### src/rtl/fifo_share_ctrl.sv
// fifo_share_ctrl
// Shared-access controller for an external FIFO. Up to N_REQ producers are
// arbitrated round-robin onto the FIFO write port. FIFO reads are sequenced,
// one at a time, into a registered valid/ready output stage. An internal
// occupancy credit count keeps the FIFO from being written when full or read
// when empty.
//
// Optional build macro FIFO_SHARE_CHECK_EN: when defined, err is a sticky flag
// raised by a write into a full FIFO or a read from an empty one. When it is
// undefined, err is tied low and fifo_full / fifo_empty are ignored.
//
// Read FSM states
//   state   | meaning
//   R_IDLE  | no read in flight; start one when occ > 0
//   R_ISSUE | fifo_rd_en high for this single cycle
//   R_WAIT  | FIFO presents data; captured into out_data at end of cycle
//   R_HOLD  | out_valid high, out_data stable until out_ready
module fifo_share_ctrl #(
    parameter int N_REQ = 4,
    parameter int DW    = 2,
    parameter int DEPTH = 8
) (
    input  logic                  clk,
    input  logic                  rst,
    input  logic [N_REQ-1:0]      req,
    input  logic [N_REQ*DW-1:0]   req_data,
    output logic [N_REQ-1:0]      gnt,
    output logic                  fifo_wr_en,
    output logic [DW-1:0]         fifo_din,
    output logic                  fifo_rd_en,
    input  logic [DW-1:0]         fifo_dout,
    input  logic                  fifo_full,
    input  logic                  fifo_empty,
    output logic                  out_valid,
    output logic [DW-1:0]         out_data,
    input  logic                  out_ready,
    output logic                  err
);

    localparam int PW = (N_REQ > 1) ? $clog2(N_REQ) : 1;
    localparam int OW = $clog2(DEPTH + 1);

    typedef enum logic [1:0] {
        R_IDLE,
        R_ISSUE,
        R_WAIT,
        R_HOLD
    } rstate_t;

    rstate_t          rstate;
    logic [PW-1:0]    rr_ptr;
    logic [OW-1:0]    occ;
    logic [N_REQ-1:0] elig;
    logic             win_found;
    logic [PW-1:0]    win_idx;
    logic [N_REQ-1:0] win_gnt;
    logic [DW-1:0]    win_data;
    logic             wr_issue;
    logic             rd_issue;

    // The producer currently shown gnt sits out one arbitration round.
    assign elig = req & ~gnt;

    // Round-robin search: first eligible index at or above the pointer,
    // otherwise wrap to the first eligible index from zero.
    always_comb begin
        win_found = 1'b0;
        win_idx   = '0;
        win_gnt   = '0;
        win_data  = '0;
        for (int i = 0; i < N_REQ; i++) begin
            if (!win_found && elig[i] && (PW'(i) >= rr_ptr)) begin
                win_found  = 1'b1;
                win_idx    = PW'(i);
                win_gnt    = '0;
                win_gnt[i] = 1'b1;
                win_data   = req_data[i*DW +: DW];
            end
        end
        for (int i = 0; i < N_REQ; i++) begin
            if (!win_found && elig[i]) begin
                win_found  = 1'b1;
                win_idx    = PW'(i);
                win_gnt    = '0;
                win_gnt[i] = 1'b1;
                win_data   = req_data[i*DW +: DW];
            end
        end
    end

    // Credits are taken when a transfer is issued, not when the FIFO sees it,
    // so a write still in flight already counts against the depth.
    assign wr_issue = win_found && (occ < OW'(DEPTH));
    assign rd_issue = (rstate == R_IDLE) && (occ != '0);

    // Write side: register the grant, write strobe and data of the winner.
    always_ff @(posedge clk or posedge rst) begin
        if (rst) begin
            gnt        <= '0;
            fifo_wr_en <= 1'b0;
            fifo_din   <= '0;
            rr_ptr     <= '0;
        end else if (wr_issue) begin
            gnt        <= win_gnt;
            fifo_wr_en <= 1'b1;
            fifo_din   <= win_data;
            rr_ptr     <= (win_idx == PW'(N_REQ - 1)) ? '0 : win_idx + 1'b1;
        end else begin
            gnt        <= '0;
            fifo_wr_en <= 1'b0;
        end
    end

    // Occupancy credit count; a simultaneous write and read cancel out.
    always_ff @(posedge clk or posedge rst) begin
        if (rst) begin
            occ <= '0;
        end else begin
            case ({wr_issue, rd_issue})
                2'b10:   occ <= occ + 1'b1;
                2'b01:   occ <= occ - 1'b1;
                default: occ <= occ;
            endcase
        end
    end

    // Read sequencer: one read in flight, drained through the output stage.
    always_ff @(posedge clk or posedge rst) begin
        if (rst) begin
            rstate     <= R_IDLE;
            fifo_rd_en <= 1'b0;
            out_valid  <= 1'b0;
            out_data   <= '0;
        end else begin
            case (rstate)
                R_IDLE: begin
                    if (rd_issue) begin
                        rstate     <= R_ISSUE;
                        fifo_rd_en <= 1'b1;
                    end
                end
                R_ISSUE: begin
                    rstate     <= R_WAIT;
                    fifo_rd_en <= 1'b0;
                end
                R_WAIT: begin
                    out_data  <= fifo_dout;
                    out_valid <= 1'b1;
                    rstate    <= R_HOLD;
                end
                R_HOLD: begin
                    if (out_ready) begin
                        out_valid <= 1'b0;
                        rstate    <= R_IDLE;
                    end
                end
                default: begin
                    rstate     <= R_IDLE;
                    fifo_rd_en <= 1'b0;
                end
            endcase
        end
    end

`ifdef FIFO_SHARE_CHECK_EN
    // Sticky protocol error: write into a full FIFO or read from an empty one.
    always_ff @(posedge clk or posedge rst) begin
        if (rst) begin
            err <= 1'b0;
        end else if ((fifo_wr_en && fifo_full) || (fifo_rd_en && fifo_empty)) begin
            err <= 1'b1;
        end
    end
`else
    logic unused_flags;

    // Checker compiled out: flags are ignored and err never rises.
    always_comb begin
        unused_flags = fifo_full ^ fifo_empty;
        err          = 1'b0;
    end
`endif

endmodule
### config.mk
export PLATFORM = sky130hd
export DESIGN_NAME = fifo_share_ctrl
export DESIGN_NICKNAME = d
export VERILOG_FILES = /design/src/rtl/fifo_share_ctrl.sv
export SDC_FILE = /design/constraint.sdc
export NUM_CORES = 1
export LEC_CHECK = 0
export CAP_MARGIN = 20
export CORE_UTILIZATION = 54
export CTS_BUF_LIST = sky130_fd_sc_hd__clkbuf_4
export CTS_CLUSTER_DIAMETER = 150
export DETAILED_ROUTE_END_ITERATION = 10
export GPL_TIMING_DRIVEN = 1
export PLACE_DENSITY = 0.89
export REMOVE_ABC_BUFFERS = 1
export SYNTH_ARGS = -nofsm -noshare
export SYNTH_HDL_FRONTEND = slang
export SYNTH_SLANG_ARGS = --single-unit
export TNS_END_PERCENT = 5
### constraint.sdc
create_clock -name clk -period 4.1 [get_ports clk]
set_clock_uncertainty 0.15 [all_clocks]
set_input_delay 0.615 -clock clk [delete_from_list [all_inputs] [get_ports clk]]
set_output_delay 0.615 -clock clk [all_outputs]
set_load 0.01 [all_outputs]
==> flow_metrics.tcl <==
set metrics [dict create \
    viasPerCell 5.80 \
    netlist_area_sq_mm 0.00120 \
    wl_mm 2.56 \
    irDropWorstVdd_v 0.000475 \
    required_ns 4.14 \
    intPower_mw 0.654 \
    critical_path_arrival_ns 2.80 \
    drc 0 \
    tritoncts "yes" \
    yosysWarningCount 0 \
    setup_tns_ns 0 \
    cts_root_buf "clkbuf_4" \
    wl_met3_microns 137 \
    cts_hold_buf 0 \
    dr_wl_met2_mm 1.30 \
    drive_gt1_share_pct 9.32 \
    grt_pass1_vias 1037 \
    utilization_pct 75.4 \
    cts_resized 0 \
    layout.nets 188 \
    cp_max_fo 7 \
    layout_common_cells "clkdlybuf4s50_1, dfrtp_1, nor2_1, nand2_1" \
    whs_ns 0.368 \
    grt_pass1_wl_mm 4.32 \
    path_clk_slew_ns 0.10 \
    hold_viol 0 \
    mostFrequentLayoutCell "clkdlybuf4s50_1" \
    timing.final.crit_share_pct 67.3 \
    status "finished, final reports clean" \
    core-area_sq_mm 0.00202 \
    pre_cts_ws_ns 1.02 \
    cap_viol_max_count 0 \
    worstMarginPinSlew_ns 0.709 \
    via_count 1090 \
    worstHoldPathCells 1 \
    slew_headroom_pct 52.7 \
    seqPwrFrac_pct 34.0 \
    drt_iter0_drc 39 \
    dr.pass1.iters 4 \
    synthFlopType "dfrtp_1" \
    slew_violations 0 \
    avgSynthCellArea_sq_um 9.11 \
    dp_hpwl_mm 1.98 \
    synthArstFlopShare_pct 100 \
    cts_made_buffers 3 \
    p_leak_nw 0.650 \
    setup_ws_ns 1.34 \
    synth_edf_count 0 \
    n_antenna_cell 0 \
    ys_types 39 \
    wire_per_inst_microns 13.6 \
    cp-end-kind "flop" \
    ys_seq_area_share_pct 39.5 \
    synth.largest_area_cell "dfrtp_1" \
    top_layer_used "met4" \
    port-buffer-count 27 \
    netlist.area_leader.share_pct 39.5 \
    timing.hold.worst.class "reg -> reg" \
    dieArea_sq_mm 0.00242 \
    syn_to_final_growth_pct 26.7 \
    cts_buffer_depth 2 \
    synth_area_leaders "dfrtp_1, ha_1, nor2_1, nand2_1, a211oi_1" \
    crit_path_start_kind "input pin" \
    swShare_pct 41.5 \
    fp-row-count 16 \
    fin_crit_ns 2.76 \
    drtAntennaViolNets 0 \
    max_freq_ghz 0.362 \
    setup_viol 0 \
    worstSetupPathType "in -> reg" \
    antenna_found_initial 0 \
    htreeDepth 1 \
    grt_max_degree 20 \
    grt_usage_pct 23.5 \
    grt_setup_unrepaired "false" \
    p_switching_mw 0.464 \
    powerDensity_mw_per_mm2 734 \
    m1WireLength_mm 1.10 \
    reg2reg_depth 9 \
    power_frac_clock_pct 9.2 \
    cts.sinks 19 \
    post-cts-setup-buffer-count 0 \
    ios 31 \
    power_frac_comb_pct 56.8 \
    start_util_pct 59.5 \
    fin_total_pwr_mw 1.12 \
    die_h_microns 49.2 \
    ys_ff_latch 19 \
    insertion_delay_ns 0.30 \
    grt_overflow 0 \
    place.gp.congestion 0.966 \
    fill_cells 145 \
    die_w_microns 49.2 \
    netlist_instances 132 \
]
-- stage by stage --
| stage | std cells | instance area [sq um] |
|---|---|---|
| 6_report | 188 | 1520 |
| 5_1_grt | 188 | 1520 |
| 4_1_cts | 188 | 1520 |
| 3_5_place_dp | 184 | 1490 |
| 3_3_place_gp | 184 | 1490 |
| 2_1_floorplan | 130 | 1190 |
-- registers in the layout (all words and copies together) (netlist names) --
name,count
fifo_wr_en,1
out_valid,1
rstate,2
gnt,4
out_data,2
rr_ptr,2
occ,4
fifo_rd_en,1
fifo_din,2
-- worst max-delay path, cell delays in order --
cell and delay [ns]:
clkdlybuf4s50_1 0.47, nand2b_1 0.17, a41o_1 0.37, ha_1 0.31, xor2_1 0.17, ha_1 0.19
a21oi_1 0.15, xor2_1 0.15, nor2_1 0.06, xor2_1 0.14
-- path summary, 6_finish.rpt --
kind | from | slack [ns] | to
setup / recovery | req[1] | 1.34 | occ[2]
hold / removal | out_data[0] | 0.37 | out_data[0]
setup reg to reg | occ[2] | 1.52 | occ[2]
hold reg to reg | out_data[0] | 0.37 | out_data[0]
max in group asynchronous | rst | 2.79 | occ[2]
min in group asynchronous | rst | 0.56 | out_data[0]
-- per-layer routing --
layer | global-route usage [%] | vias to the layer above
li1 | - | 530
met1 | 29.4 | 509
met2 | 40.0 | 47
met3 | 2.18 | 4
met4 | 12.3 | 0
met5 | 0 | -
-- logic make-up (layout without fill, tap and decap cells) --
family,count (synthesis),in the layout,share of synthesized area (%)
buffers and inverters,9,38,3.23
xor gates and xnor gates,5,5,3.64
DFF,19,19,39.5
muxes,3,3,2.81
and+or+nand+nor,54,54,22.7
adders and majority gates,7,7,7.28
AOI/OAI and AO/OA,34,34,20.5
other,1,1,0.312
-- power groups by stage --
stage | sequential, mW | clock, mW | combinational (mW)
final | 0.380 | 0.103 | 0.636
after global routing | 0.396 | 0.110 | 0.704
after CTS | 0.380 | 0.105 | 0.639
after detailed placement | 0.383 | 0 | 0.637
after global placement | 0.375 | 0 | 0.613
after floorplan | 0.385 | 0 | 0.422
-- area by class of cell --
type	instances	area, sq um	share of cell area [%]
repair buffers	27	270	17.7
multi-input cells	104	688	45.2
clock buffers	4	30.0	1.97
well taps	27	33.8	2.22
inverters	7	26.3	1.72
flip-flops and latches	19	475	31.2
-- Yosys cell counts, types with 2 or more instances --
cell       n
a211oi_1   5
a21oi_1    7
a31oi_1    4
dfrtp_1   19
ha_1       7
inv_1      7
mux2_2     3
nand2_1   11
nand2b_1   4
nand3_1    4
nor2_1    15
nor2b_1    6
nor3_1     5
nor4_1     2
o21ai_0    6
xor2_1     4
Power figures use the tool's default switching activity.
